<file path="src/rtl/scene_sequencer.sv">
// rtl/scene_sequencer.sv - game-flow scene controller with press edges, lockout, back key and choice cursor
// Optional idle timeout back to scene 1: define SCENE_SEQ_IDLE_TIMEOUT_EN.
module scene_sequencer #(
   parameter int NUM_SCENES   = 4,
   parameter int SCENE_W      = 4,
   parameter int CHOOSE_SCENE = 2,
   parameter int FIGHT_SCENE  = 3,
   parameter int NUM_CHOICES  = 4,
   parameter int CHOICE_W     = 2,
   parameter int LOCKOUT      = 16,
   parameter int IDLE_CYCLES  = 1000000
) (
   input  logic                clk,
   input  logic                reset,
   input  logic                key_C,
   input  logic                key_U,
   input  logic                key_D,
   input  logic                key_L,
   input  logic                key_R,
   input  logic                scene_done,
   output logic [SCENE_W-1:0]  scene_state,
   output logic                scene_enter,
   output logic [CHOICE_W-1:0] cursor,
   output logic [CHOICE_W-1:0] choice,
   output logic                locked
);

   localparam int LOCK_W = $clog2(LOCKOUT + 1);

   localparam logic [SCENE_W-1:0]  S_FIRST      = SCENE_W'(1);
   localparam logic [SCENE_W-1:0]  S_LAST       = SCENE_W'(NUM_SCENES);
   localparam logic [SCENE_W-1:0]  S_CHOOSE     = SCENE_W'(CHOOSE_SCENE);
   localparam logic [SCENE_W-1:0]  S_FIGHT      = SCENE_W'(FIGHT_SCENE);
   localparam logic [SCENE_W-1:0]  S_POST_FIGHT = (FIGHT_SCENE == NUM_SCENES) ?
                                                  SCENE_W'(1) : SCENE_W'(FIGHT_SCENE + 1);
   localparam logic [CHOICE_W-1:0] C_LAST       = CHOICE_W'(NUM_CHOICES - 1);
   localparam logic [LOCK_W-1:0]   LOCK_LOAD    = LOCK_W'(LOCKOUT);

   logic              key_c_q, key_u_q, key_d_q, key_l_q, key_r_q;
   logic              press_c, press_u, press_d, press_l, press_r;
   logic              acc_c, acc_u, acc_d, acc_l, any_acc;
   logic [LOCK_W-1:0] lock_cnt;
   logic [SCENE_W-1:0]  scene_nxt;
   logic [CHOICE_W-1:0] cursor_nxt, choice_nxt;
   logic              scene_change;
   logic              idle_fire;
   logic              unused_keys;

   assign press_c = key_C & ~key_c_q;
   assign press_u = key_U & ~key_u_q;
   assign press_d = key_D & ~key_d_q;
   assign press_l = key_L & ~key_l_q;
   assign press_r = key_R & ~key_r_q;

   assign locked  = (lock_cnt != '0);

   // Presses seen while locked are simply dropped; the key history still advances.
   assign acc_c   = press_c & ~locked;
   assign acc_u   = press_u & ~locked;
   assign acc_d   = press_d & ~locked;
   assign acc_l   = press_l & ~locked;
   assign any_acc = acc_c | acc_u | acc_d | acc_l;

   assign unused_keys = press_r;

`ifdef SCENE_SEQ_IDLE_TIMEOUT_EN
   localparam int IDLE_W = $clog2(IDLE_CYCLES + 1);
   localparam logic [IDLE_W-1:0] IDLE_LAST = IDLE_W'(IDLE_CYCLES - 1);

   logic [IDLE_W-1:0] idle_cnt;
   logic              idle_scene;

   assign idle_scene = (scene_state != S_FIRST) && (scene_state != S_FIGHT);
   assign idle_fire  = idle_scene && (idle_cnt == IDLE_LAST);

   always_ff @(posedge clk or negedge reset) begin
      if (!reset) begin
         idle_cnt <= '0;
      end else if (!idle_scene || scene_change || any_acc) begin
         idle_cnt <= '0;
      end else begin
         idle_cnt <= idle_cnt + IDLE_W'(1);
      end
   end
`else
   logic unused_idle;
   assign idle_fire   = 1'b0;
   assign unused_idle = (IDLE_CYCLES > 0);
`endif

   always_comb begin
      scene_nxt  = scene_state;
      cursor_nxt = cursor;
      choice_nxt = choice;
      if (scene_state < S_FIRST || scene_state > S_LAST) begin
         scene_nxt = S_FIRST;
      end else if (scene_state == S_FIGHT) begin
         // The fight scene listens only to scene_done, and does so even when locked.
         if (scene_done) begin
            scene_nxt = S_POST_FIGHT;
         end
      end else if (idle_fire) begin
         scene_nxt = S_FIRST;
      end else if (acc_c) begin
         scene_nxt = (scene_state == S_LAST) ? S_FIRST : scene_state + SCENE_W'(1);
         if (scene_state == S_CHOOSE) begin
            choice_nxt = cursor;
         end
      end else if (acc_l && scene_state > S_FIRST && scene_state < S_FIGHT) begin
         scene_nxt = scene_state - SCENE_W'(1);
      end else if (scene_state == S_CHOOSE) begin
         if (acc_d && !acc_u) begin
            cursor_nxt = (cursor == C_LAST) ? '0 : cursor + CHOICE_W'(1);
         end else if (acc_u && !acc_d) begin
            cursor_nxt = (cursor == '0) ? C_LAST : cursor - CHOICE_W'(1);
         end
      end
      // Re-entering the choose scene re-shows the last confirmed item.
      if (scene_nxt == S_CHOOSE && scene_state != S_CHOOSE) begin
         cursor_nxt = choice_nxt;
      end
   end

   assign scene_change = (scene_nxt != scene_state);

   always_ff @(posedge clk or negedge reset) begin
      if (!reset) begin
         key_c_q     <= 1'b0;
         key_u_q     <= 1'b0;
         key_d_q     <= 1'b0;
         key_l_q     <= 1'b0;
         key_r_q     <= 1'b0;
         scene_state <= S_FIRST;
         scene_enter <= 1'b0;
         cursor      <= '0;
         choice      <= '0;
         lock_cnt    <= '0;
      end else begin
         key_c_q     <= key_C;
         key_u_q     <= key_U;
         key_d_q     <= key_D;
         key_l_q     <= key_L;
         key_r_q     <= key_R;
         scene_state <= scene_nxt;
         scene_enter <= scene_change;
         cursor      <= cursor_nxt;
         choice      <= choice_nxt;
         if (scene_change) begin
            lock_cnt <= LOCK_LOAD;
         end else if (locked) begin
            lock_cnt <= lock_cnt - LOCK_W'(1);
         end
      end
   end

endmodule

</file>
<file path="config.mk">
export PLATFORM = sky130hd
export DESIGN_NAME = scene_sequencer
export DESIGN_NICKNAME = d
export VERILOG_FILES = /design/src/rtl/scene_sequencer.sv
export SDC_FILE = /design/constraint.sdc
export NUM_CORES = 1
export LEC_CHECK = 0
export CAP_MARGIN = 25
export CELL_PAD_IN_SITES_DETAIL_PLACEMENT = 0
export CELL_PAD_IN_SITES_GLOBAL_PLACEMENT = 1
export CORE_ASPECT_RATIO = 1.1
export CORE_UTILIZATION = 39
export CTS_BUF_LIST = sky130_fd_sc_hd__clkbuf_4 sky130_fd_sc_hd__clkbuf_8
export DETAILED_ROUTE_END_ITERATION = 6
export PLACE_DENSITY_LB_ADDON = 0.25
export SYNTH_ARGS = -nofsm -noshare
export SYNTH_HDL_FRONTEND = slang
export SYNTH_SLANG_ARGS = --single-unit
</file>
<file path="constraint.sdc">
create_clock -name clk -period 2.5 [get_ports clk]
set_clock_uncertainty 0.05 [all_clocks]
set_input_delay 0.5 -clock clk [delete_from_list [all_inputs] [get_ports clk]]
set_output_delay 0.5 -clock clk [all_outputs]
set_load 0.01 [all_outputs]
</file>
# Word-level counts from Yosys, hierarchy flattened

Index checks and enable logic that the tools add are counted.

Bits in registers: 18
Output and inout bits: 10
Logic and storage cells: 78

Bitwise operators: 13
$add $sub $neg: 5
Order comparisons: 4
Eq/ne operators: 11
Reductions and logical operators: 14
Mux-type cells: 22

Operator list:

| kind                                                          | count |
|---|---|
| two-way mux 2 bit                                             | 14 |
| two-way mux 4 bit                                             | 6 |
| equality test 4 x 2 -> 1 bit, second input constant           | 3 |
| two-way mux 5 bit                                             | 2 |
| bitwise AND 1 bit                                             | 8 |
| inequality test 2 x 1 -> 1 bit, second input constant         | 4 |
| AND reduction 6 bit                                           | 1 |
| logical AND 1 bit                                             | 5 |
| inverter 1 bit                                                | 5 |
| nonzero test 5 bit                                            | 1 |
| subtractor 5 x 1 -> 5 bit, second input constant              | 1 |
| adder 4 x 1 -> 4 bit, second input constant                   | 1 |
| equality test 4 x 3 -> 1 bit, second input constant           | 1 |
| greater-than comparator 4 x 1 -> 1 bit, second input constant | 1 |
| greater-than comparator 4 x 3 -> 1 bit, second input constant | 1 |
| < comparator 4 x 1 -> 1 bit, second input constant            | 1 |
| < comparator 4 x 2 -> 1 bit, second input constant            | 1 |
| inequality test 4 x 2 -> 1 bit, second input constant         | 1 |
| inequality test 4 bit                                         | 1 |
| nonzero test 2 bit                                            | 2 |
| subtractor 4 x 1 -> 4 bit, second input constant              | 1 |
| nonzero test 3 bit                                            | 1 |
| adder 2 x 1 -> 2 bit, second input constant                   | 1 |
| equality test 2 bit, second input constant                    | 1 |
| 4 further kinds                                               | 5 |

# Longest topological paths before layout

Gate-level depths: netlist of run 1.

Depth in word-level cells: 13
Depth in mapped cells: 11
Depth with buffers taken out: 10

# Worst setup path after synthesis of run 1

Ideal clock, no wire load.

Path kind: register -> register
Start point: register lock_cnt[0]
End point: register cursor[0]
Clock period less this slack: 2.433 ns
Buffers on the path: 1
Arrival time: 2.258 ns
Cell stages (with the launch flop): 12
Library setup time: 0.125 ns
Path slack: 0.067 ns
Cell sequence: dfrtp_1 inv_1 ha_1 nor4b_2 buf_4 inv_1 nor3b_1 ha_1 nand4b_1 a21oi_1 o21ai_0 mux2_4

Cells in the longest elaborated chain, start to end: 13
Elaborated cells on any way between the ends: 35
Those cells by class: eq/ne: 5; mux: 14; bitwise: 5; reduce/logical: 11

RTL lines:

| item                                                                   | RTL line | text |
|---|---|---|
| start, declared                                                        | 42       | `logic [LOCK_W-1:0] lock_cnt;` |
| start signal, assigned                                                 | 151      | `lock_cnt <= lock_cnt - LOCK_W'(1);` |
| nonzero test 5 bit (*)                                                 | 55       | `assign locked = (lock_cnt != '0);` |
| via locked                                                             | 25       | `output logic locked` |
| inverter 1 bit (*)                                                     | --       |  |
| bitwise AND 1 bit                                                      | 61       | `assign acc_l = press_l & ~locked;` |
| logical AND 1 bit (2 in a row)                                         | 109      | `end else if (acc_l && scene_state > S_FIRST && scene_state < S_FIGHT) begin` |
| two-way mux 4 bit                                                      | 109      |  |
| two-way mux 4 bit                                                      | 104      | `end else if (acc_c) begin` |
| two-way mux 4 bit                                                      | 97       | `end else if (scene_state == S_FIGHT) begin` |
| two-way mux 4 bit                                                      | 95       | `if (scene_state < S_FIRST \|\| scene_state > S_LAST) begin` |
| equality test 4 x 2 -> 1 bit                                           | 119      | `if (scene_nxt == S_CHOOSE && scene_state != S_CHOOSE) begin` |
| logical AND 1 bit                                                      | 119      |  |
| inequality test 2 x 1 -> 1 bit (no line), or another cell as far along | --       |  |
| AND reduction 6 bit (no line)                                          | --       |  |
| end signal, assigned                                                   | 146      | `cursor <= cursor_nxt;` |
| end, declared                                                          | 23       | `output logic [CHOICE_W-1:0] cursor,` |

The timed path passes the listed nets; every way through them passes the cells marked *. The select of a mux whose other input is x is not followed.
A chain may end at the register's enable or synchronous reset.

# Worst setup path in the final report of run 1

Start point: register scene_state[0]
End point: register cursor[1]

Cells in the longest elaborated chain, start to end: 11
Elaborated cells on any way between the ends: 33
Those cells by class: add/sub: 2; order compare: 4; eq/ne: 9; mux: 11; reduce/logical: 7

RTL lines:

| item                                                                   | RTL line | text |
|---|---|---|
| start, declared                                                        | 21       | `output logic [SCENE_W-1:0] scene_state,` |
| start signal, assigned                                                 | 144      | `scene_state <= scene_nxt;` |
| greater-than comparator 4 x 1 -> 1 bit                                 | 109      |  |
| logical AND 1 bit (2 in a row)                                         | 109      |  |
| two-way mux 4 bit                                                      | 109      |  |
| two-way mux 4 bit                                                      | 104      |  |
| two-way mux 4 bit                                                      | 97       |  |
| two-way mux 4 bit (*)                                                  | 95       |  |
| via scene_nxt[1]                                                       | 43       | `logic [SCENE_W-1:0] scene_nxt;` |
| equality test 4 x 2 -> 1 bit (*)                                       | 119      |  |
| logical AND 1 bit (*)                                                  | 119      |  |
| inequality test 2 x 1 -> 1 bit (no line), or another cell as far along | --       |  |
| AND reduction 6 bit (no line)                                          | --       |  |

The timed path passes the listed nets; every way through them passes the cells marked *.

==> results.ini, run 1 <==
[synth]
seq_area_frac_synth_pct=39.20
synth_xor_area_share_pct=1.520
synthMuxAreaShare_pct=2.606
synth-simple-area-share_pct=21.93
synth_seq_cells=18
synth-compound-area-share_pct=20.63
syn_area_per_cell_um2=10.38
synthAdderAreaFrac_pct=10.86
synth_cell_types=42
synth_area_um2=1152
syn_inst=111
yosysWarnings=0
synth_top_family_by_area=simple AND/OR/NAND/NOR gates
syn-num-nets=129

[setup_path]
cp_slowest_cell=dfstp_2
start_kind=flop
arrival_ns=2.55
crit_chain=inv_1 > ha_2 > nor4_4 > and4b_4 > a21oi_1 > o221a_2 > nand4bb_4 > mux2_4
endpoint_kind=flop
critPathRequiredTime_ns=2.63
cpPeakStageDelay_ns=0.57
crit_fanout=4
r2r_cells=8
critPathKind=flop to flop

[route]
ant_nets=0
drtIter0Drc=19
wl_met2_um=1221
top_layer_used=met4
vias_per_cell=5.237
num_vias=927
detail_route.first_pass.iterations=4
wl_met1_um=1099
wl_um=2403
met3_length_um=69
post-route-drc-count=0
wl_per_cell_um=13.58

[global_route]
overflow=0
grt_pass1_wl_um=3850
grt_pass1_vias=871
antenna_found_initial=0
grt_max_degree=19
grt_use_total_pct=17.02

[sta]
fmax_ghz=0.4137
hold_viol=0
period_share_pct=96.68
slew_viol_final=0
worst_slew_pin_slew_ns=0.3153
relSlewSlack_pct=78.76
setup_viol=0
fin_crit_ns=2.417
worst_slack_ns=0.08292

[floorplanning]
initial_core_util_pct=41.49
die_area_um2=3177
pin_count=18
placementRows=20
die_h_um=59.01
coreArea_um2=2778
fp.dieW_um=53.83

[finish]
final_cell_mix=dfrtp_1 (16), clkdlybuf4s50_1 (15), buf_4 (13)
drive_above_1_share_pct=30.56
nets=163
fill_cells=254
final_cells=177
area_growth_syn_to_layout_pct=32.36
diodes=0
stdcell_area_um2=1525
final_common_cell=dfrtp_1

[place]
dpl.hpwl_um=1794
place_inst=170
finalWeightedCongestion=0.8880
post-place-ws_ns=-0.05942
place_area_um2=1429
port_buffers=16

[pwr]
seqPwrFrac_pct=28.8
p_clk_share_pct=11.0
ir_worst_vdd_mv=0.5434
p_leak_nw=0.6457
power_density_nw_per_um2=1051
p_sw_w=0.0006298
power_frac_comb_pct=60.2
p_sw_share_pct=39.28
p_int_w=0.0009736

[clock_network]
numCtsBuffers=3
htreeDepth=1
cts-root-buf=clkbuf_4
worstSkewPairLatency_ns=0.29
cts_tree=done
cts.sinks=18
holdBufCountCts=0
clk_pin_slew_ns=0.10
clock_path_buffers=2

[flow_run]
drv_cap=0

[hold_path]
hp-class=input port to async pin

[outcome]
outcome=finished, final reports clean

-- critical path: cells and delay by family, from the launching register on --
family,cells,cell delay [ns]
AND/OR/NAND/NOR,3,0.74
flip-flops,1,0.57
adder cells (fa/ha/maj),1,0.21
multiplexers,1,0.31
buffers and inverters,1,0.06
AO/OA/AOI/OAI,2,0.38
-- final timing paths --
check	start	to	slack [ns]
min	reset	lock_cnt[0]	0.47
min in group clk	choice[1]	choice[1]	0.49
max reg2reg	scene_state[0]	cursor[1]	0.08
max	scene_state[0]	cursor[1]	0.08
max in group asynchronous	reset	scene_state[0]	1.66
min reg2reg	choice[1]	choice[1]	0.49
-- registers in the layout (all words and copies together) (netlist names) --
name and count:
scene_enter 1, scene_state 4, key_u_q 1, cursor 2
lock_cnt 5, key_c_q 1, key_l_q 1, key_d_q 1
choice 2
-- repair_timing --
item                       CTS  global route
setup endpoints to repair    1             3
gates resized for setup      3             9
setup buffers                0             3
pin swaps                    0             2
-- synth_stat cells (all sizes together) --
| cell type | number | area (um^2) |
|---|---|---|
| xnor2 | 1 | 8.760 |
| nor3 | 4 | 20.02 |
| dfstp | 1 | 26.28 |
| nor4 | 1 | 21.27 |
| nand2 | 11 | 43.80 |
| o22a | 1 | 17.52 |
| nor3b | 2 | 15.01 |
| nor4b | 1 | 15.01 |
| inv | 8 | 30.03 |
| o21ai | 8 | 55.06 |
| nand4 | 2 | 12.51 |
| and3 | 1 | 7.510 |
| or3 | 1 | 6.260 |
| o21bai | 1 | 7.510 |
| nor2b | 2 | 12.51 |
| a21oi | 10 | 53.80 |
| buf | 1 | 7.510 |
| or2 | 2 | 12.51 |
| a311oi | 1 | 8.760 |
| o31a | 2 | 18.77 |
| dfrtp | 17 | 425.4 |
| ha | 10 | 125.1 |
| and4b | 1 | 13.76 |
| and2 | 1 | 6.260 |
| o211ai | 1 | 7.510 |
| xor2 | 1 | 8.760 |
| mux2 | 2 | 30.03 |
| a21o | 2 | 15.01 |
| a211o | 3 | 27.53 |
| nor2 | 6 | 22.52 |
| o221a | 1 | 11.26 |
| nand4bb | 1 | 27.53 |
| a211oi | 1 | 7.510 |
| nand3b | 1 | 7.510 |
| o31ai | 1 | 7.510 |
| nand4b | 1 | 8.760 |
-- logic make-up (layout without fill, tap and decap cells) --
| family | after synthesis | in the layout |
|---|---|---|
| XOR/XNOR | 2 | 2 |
| multiplexers | 2 | 2 |
| adder cells (fa/ha/maj) | 10 | 10 |
| AO/OA/AOI/OAI | 32 | 32 |
| flip-flops | 18 | 18 |
| AND/OR/NAND/NOR | 38 | 38 |
| buffers and inverters | 9 | 42 |
-- area by class of cell --
cell class / count / area (um^2) / share of cell area [%]
Timing Repair Buffer: 30 / 267.8 / 17.56
Tap cell: 33 / 41.29 / 2.707
Multi-Input combinational cell: 84 / 696.9 / 45.69
Inverter: 8 / 30.03 / 1.969
Clock buffer: 4 / 36.28 / 2.379
Sequential cell: 18 / 452.9 / 29.70
-- per-stage QoR --
step | setup TNS, ns | hold slack [ns] | power, W | util [%]
2_1_floorplan | 0 | 0.1544 | 0.001057 | -
3_3_place_gp | -0.08375 | 0.4564 | 0.001352 | 51.44
3_5_place_dp | -0.1086 | 0.4699 | 0.001369 | 51.44
4_1_cts | 0 | 0.4777 | 0.001568 | 53.11
5_1_grt | -0.004659 | 0.5004 | 0.001733 | 54.91
6_report | 0 | 0.4739 | 0.001603 | 54.91
-- power groups by stage --
stage | Clock, W | Combinational, W | Sequential, W
4_1_cts | 0.000186 | 0.000918 | 0.000463
3_3_place_gp | 0 | 0.000893 | 0.000459
6_report | 0.000177 | 0.000965 | 0.000462
3_5_place_dp | 0 | 0.000907 | 0.000462
2_1_floorplan | 0 | 0.000596 | 0.000461
5_1_grt | 0.000195 | 0.00107 | 0.000472
-- metal layers --
metal	global-route usage [%]	vias to the layer above
li1	-	471
met1	21.26	440
met2	28.40	14
met3	5.385	2
met4	3.383	0
met5	0	-
Note: power is estimated with default switching activity, not from simulation.
==> run 2, diff against run 1 <==
ABC_CLOCK_PERIOD_IN_PS = 2400   (was not set)
CELL_PAD_IN_SITES_DETAIL_PLACEMENT = not set   (was 0)
CELL_PAD_IN_SITES_GLOBAL_PLACEMENT = not set   (was 1)
CORE_UTILIZATION = 55   (was 39)
clock period = 2.4 ns   (was 2.5 ns; I/O delays follow)
==> run 2 against run 1 <==
Combinational power grew 18%. Sequential share of layout area shrank 1.0 points. Critical endpoint is now cursor[0]. Power grew 13%. Non-clock buffer count grew 5.
==> results.ini, run 2 (same netlist as run 1, synthesis figures left out) <==
[setup_path]
crit_fanout=7  ; +3
critPathKind=flop to flop
cp_slowest_cell=dfstp_2
cpLargestDelayFamily=compound AO/OA/AOI/OAI gates
arrival_ns=2.54  ; about the same
crit_chain=inv_2 > buf_4 > ha_1 > a311oi_1 > a21oi_1 > o221a_2 > nand4bb_4 > mux2_4
endpoint_kind=flop
cpPeakStageDelay_ns=0.59  ; +0.02 ns
critPathBufInv=2  ; +1
critPathRequiredTime_ns=2.55  ; -0.08 ns
start_kind=flop

[global_route]
grt_max_degree=19  ; unchanged
grt_use_total_pct=26.01  ; +9.0 points
grt_pass1_vias=996  ; +14%
grt_pass1_wl_um=4298  ; +12%
antenna_found_initial=0  ; unchanged
overflow=0  ; unchanged

[pwr]
ir_worst_vdd_mv=0.7813  ; +44%
power_density_nw_per_um2=1151  ; +9.5%
p_leak_nw=0.6715  ; +4.0%

[clock_network]
clock_path_buffers=2  ; unchanged
cts-root-buf=clkbuf_4
cts.sinks=18  ; unchanged
numCtsBuffers=3  ; unchanged
worstSkewPairLatency_ns=0.30  ; about the same
cts_tree=done
clk_pin_slew_ns=0.10  ; about the same
htreeDepth=1  ; unchanged
holdBufCountCts=0  ; unchanged

[place]
post-place-ws_ns=-0.1258  ; -0.06637 ns
place_area_um2=1426  ; -0.17%
dpl.hpwl_um=1823  ; +1.6%
port_buffers=16  ; unchanged
finalWeightedCongestion=0.9284  ; +4.5%

[sta]
slew_viol_final=0  ; unchanged
fmax_ghz=0.4179  ; +1.0%
worst_slack_ns=0.006990  ; -0.07593 ns
rsz0062_at_grt=yes
hold_viol=0  ; unchanged
setup_tns_ns=0  ; unchanged
fin_crit_ns=2.393  ; -0.02407 ns
relSlewSlack_pct=77.57  ; -1.2 points
period_share_pct=99.71  ; +3.0 points
worst_slew_pin_slew_ns=0.3364  ; +0.02107 ns
setup_viol=0  ; unchanged

[finish]
final_util_pct=78.72  ; +24 points
stdcell_area_um2=1574  ; +3.2%
largest_register=lock_cnt
final_common_cell=buf_4
drive_above_1_share_pct=35.57  ; +5.0 points
area_growth_syn_to_layout_pct=36.59
nets=168  ; +3.1%
diodes=0  ; unchanged
largest_reg_flops=5  ; unchanged
largestRegisters=lock_cnt (5), scene_state (4)
final_cell_mix=buf_4 (18), dfrtp_1 (17), clkdlybuf4s50_1 (15)

[route]
wl_per_cell_um=14.58  ; +7.4%
post-route-drc-count=0  ; unchanged
ant_nets=0  ; unchanged
detail_route.first_pass.iterations=4  ; unchanged
vias_per_cell=5.684  ; +8.5%
drtIter0Drc=28  ; +9
num_vias=1006  ; +8.5%
wl_um=2581  ; +7.4%

[floorplanning]
coreArea_um2=1999  ; -28%
fp.dieW_um=45.65  ; -15%
die_h_um=50.01  ; -15%
placementRows=17  ; -15%
initial_core_util_pct=57.63  ; +16 points
die_area_um2=2282  ; -28%
pin_count=18  ; unchanged

[outcome]
outcome=finished, final reports clean

[hold_path]
hp-class=input port to async pin

[flow_run]
drv_cap=0  ; unchanged

run 2: where the power goes:
part           leakage (nW)  internal (W)  total (W)  switching (W)
combinational         0.424      0.000601    0.00114       0.000536
clock                0.0210     0.0000927   0.000191      0.0000986
sequential            0.226      0.000392   0.000483      0.0000908
total                 0.672       0.00109    0.00181       0.000725
run 2: through the flow:
stage                     power, W  cells  hold WS (ns)
final                     0.001811    177        0.4434
after floorplan           0.001121    111        0.1344
after global routing      0.001940    177        0.4630
after global placement    0.001398    164        0.4680
after CTS                 0.001668    172        0.4555
after detailed placement  0.001436    164        0.4704
run 2: repair_timing:
item / CTS / global route
pin swaps: 0 / 7
setup buffers: 4 / 5
setup endpoints to repair: 3 / 8
resized for setup: 4 / 11
hold endpoints to repair: 0 / 0
run 2: final timing paths:
kind	startpoint	endpoint	slack [ns]	cells after the start
setup reg to reg	scene_state[0]	cursor[0]	0.007	8
hold reg to reg	choice[1]	choice[1]	0.49	2
hold / removal	reset	lock_cnt[4]	0.44	2
setup / recovery	scene_state[0]	cursor[0]	0.007	8
max in group asynchronous	reset	scene_state[0]	1.59	2
min in group clk	choice[1]	choice[1]	0.49	2
run 2: cell type report:
| type | count | area [um^2] |
|---|---|---|
| clock buffers | 4 | 36.28 |
| fillers | 150 | 425.4 |
| flip-flops and latches | 18 | 451.7 |
| repair buffers | 35 | 305.3 |
| multi-input cells | 84 | 715.7 |
| inverters | 8 | 30.03 |
| well taps | 28 | 35.03 |
run 2: worst reg2reg max path: cells and delay by family (launching register included):
| family | cells | cell delay, ns |
|---|---|---|
| buf+inv | 2 | 0.22 |
| simple gates | 1 | 0.12 |
| compound gates | 3 | 0.64 |
| flops | 1 | 0.59 |
| fa+ha+maj | 1 | 0.37 |
| mux | 1 | 0.30 |
run 2: routing by layer:
layer  GRT usage [%]  up-vias  part of all wire (%)
li1                -      479                     -
met1           31.32      491                    44
met2           43.57       31                    51
met3           5.128        5                   3.3
met4           10.61        0                   1.6
met5               0        -                     0
==> run 3, diff against run 2 <==
ABC_CLOCK_PERIOD_IN_PS = 2700   (was 2400)
clock period = 2.7 ns   (was 2.4 ns; I/O delays follow)
==> run 3 against run 2 <==
Combinational power is 29% lower. Critical path depth is 2 lower. Sequential share of layout area is 2.9 points higher. Sequential cell count stayed put. Cell count is 7.3% lower. Hold slack better by 0.035 ns. Global-route usage is 2.3 points lower. Clock power is 13% lower. Register-to-register slack better by 0.21 ns. Non-clock buffer count is 13 lower. Largest cell class unchanged. Largest power group unchanged.
==> results.ini, run 3 (same netlist as run 1, synthesis figures left out) <==
[hold_path]
hp-class=flop to flop

[clock_network]
cts_tree=done
htreeDepth=1  ; unchanged
clock_path_buffers=2  ; unchanged
worstSkewPairLatency_ns=0.29  ; about the same
numCtsBuffers=3  ; unchanged
cts.sinks=18  ; unchanged
cts-root-buf=clkbuf_4
clk_pin_slew_ns=0.11  ; about the same

[floorplanning]
placementRows=17  ; unchanged
fp.dieW_um=45.65  ; unchanged
die_area_um2=2282  ; unchanged
initial_core_util_pct=57.63  ; unchanged
coreArea_um2=1999  ; unchanged
die_h_um=50.01  ; unchanged
pin_count=18  ; unchanged

[finish]
diodes=0  ; unchanged
final_util_pct=71.53  ; -7.2 points
largest_reg_flops=5  ; unchanged
drive_above_1_share_pct=20.59  ; -15 points
fill_cells=180  ; +20%
area_growth_syn_to_layout_pct=24.10
multi_input_area_um2=671.9  ; -6.1%
final_common_cell=dfrtp_1
nets=155  ; -7.7%
largest_register=lock_cnt
largestRegisters=lock_cnt (5), scene_state (4)
regArea_um2=451.7  ; unchanged
final_cell_mix=dfrtp_1 (17), clkdlybuf4s50_1 (16), nand2_1 (10), ha_1 (10), a21oi_1 (9)

[pwr]
ir_worst_vdd_mv=0.5875  ; -25%
p_leak_nw=0.6084  ; -9.4%
power_density_nw_per_um2=979.1  ; -15%
total_power_w=0.001400  ; -23%

[route]
num_vias=936  ; -7.0%
detail_route.first_pass.iterations=4  ; unchanged
ant_nets=0  ; unchanged
wl_um=2274  ; -12%
vias_per_cell=5.707  ; +0.42%
wl_per_cell_um=13.87  ; -4.9%
post-route-drc-count=0  ; unchanged
drtIter0Drc=24  ; -14%

[setup_path]
endpoint_kind=primary output
crit_fanout=5  ; -2
critPathRequiredTime_ns=2.11  ; -0.44 ns
start_kind=flop
arrival_ns=1.97  ; -0.57 ns
critPathKind=flop to primary output

[sta]
relSlewSlack_pct=44.40  ; -33 points
slew_viol_final=0  ; unchanged
hold_viol=0  ; unchanged
setup_viol=0  ; unchanged
rsz0062_at_grt=no
worst_slew_pin_slew_ns=0.8315  ; +0.4951 ns
fmax_ghz=0.3910
setup_tns_ns=0  ; unchanged
period_share_pct=94.71
fin_crit_ns=2.557

[global_route]
overflow=0  ; unchanged
antenna_found_initial=0  ; unchanged
grt_pass1_wl_um=3829  ; -11%
grt_pass1_vias=923  ; -7.3%
grt_max_degree=19  ; unchanged
grt_use_total_pct=23.73  ; -2.3 points

[place]
dpl.hpwl_um=1726  ; -5.3%
finalWeightedCongestion=0.9227  ; -0.61%
port_buffers=16  ; unchanged

[outcome]
outcome=finished, final reports clean

[flow_run]
drv_cap=0  ; unchanged

## run 3: cell count changes in the layout (fill, tap and decap cells not counted), sizes merged
cell | previous run | this run
dlygate4sd2 | 1 | 0
clkdlybuf4s50 | 15 | 16
buf | 19 | 6
## run 3: final cells by class
class	instances	share of cell area, %
timing repair buffer	22	14.35
sequential	18	31.58
inverter	8	2.100
multi-input combinational	84	46.98
tap	28	2.450
clock buffer	4	2.537
## run 3: per-stage QoR
step | instances | setup slack [ns] | hold slack, ns | area, um^2
4_1_cts | 164 | 0.1014 | 0.4848 | 1421
3_5_place_dp | 160 | 0.06971 | 0.4605 | 1385
2_1_floorplan | 111 | 0.2671 | 0.1944 | 1152
5_1_grt | 164 | 0.0005600 | 0.5262 | 1430
6_report | 164 | 0.1428 | 0.4784 | 1430
3_3_place_gp | 160 | 0.1579 | 0.4625 | 1385
## run 3: timing repair
| action | CTS | global route |
|---|---|---|
| gates resized for setup | 0 | 1 |
| endpoints found under the setup margin | 0 | 1 |
| hold buffers | 0 | 0 |
| buffers inserted | 0 | 0 |
## run 3: power by group
part           switching, W  leakage [nW]  internal [W]
Clock             0.0000845        0.0210     0.0000822
Combinational      0.000405         0.361      0.000404
Sequential        0.0000771         0.226      0.000348
Total              0.000566         0.608      0.000834
## run 3: final timing paths
kind / start / endpoint / slack [ns] / cells past startpoint
worst max-delay path: lock_cnt[0] / locked / 0.14 / 6
worst min-delay path: choice[1] / choice[1] / 0.48 / 2
worst max register to register: scene_state[0] / cursor[0] / 0.22 / 8
worst min register to register: choice[1] / choice[1] / 0.48 / 2
max in group asynchronous: reset / scene_state[3] / 1.42 / 1
min in group asynchronous: reset / lock_cnt[3] / 0.66 / 1
## run 3: critical path, stage by stage (launching register included)
cell and delay (ns):
dfrtp_1 0.40, inv_1 0.10, ha_1 0.20, nor4b_4 0.23
inv_1 0.10, buf_4 0.17, clkdlybuf4s50_1 0.47
## run 3: layer usage
layer	part of all wire, %	track usage, %	up-vias	wire [um]
met3	5.1	5.495	10	115
met5	0	0	-	0
met2	44	35.24	33	1000
met4	3.0	14.65	0	68
li1	-	-	455	-
met1	48	30.21	438	1090
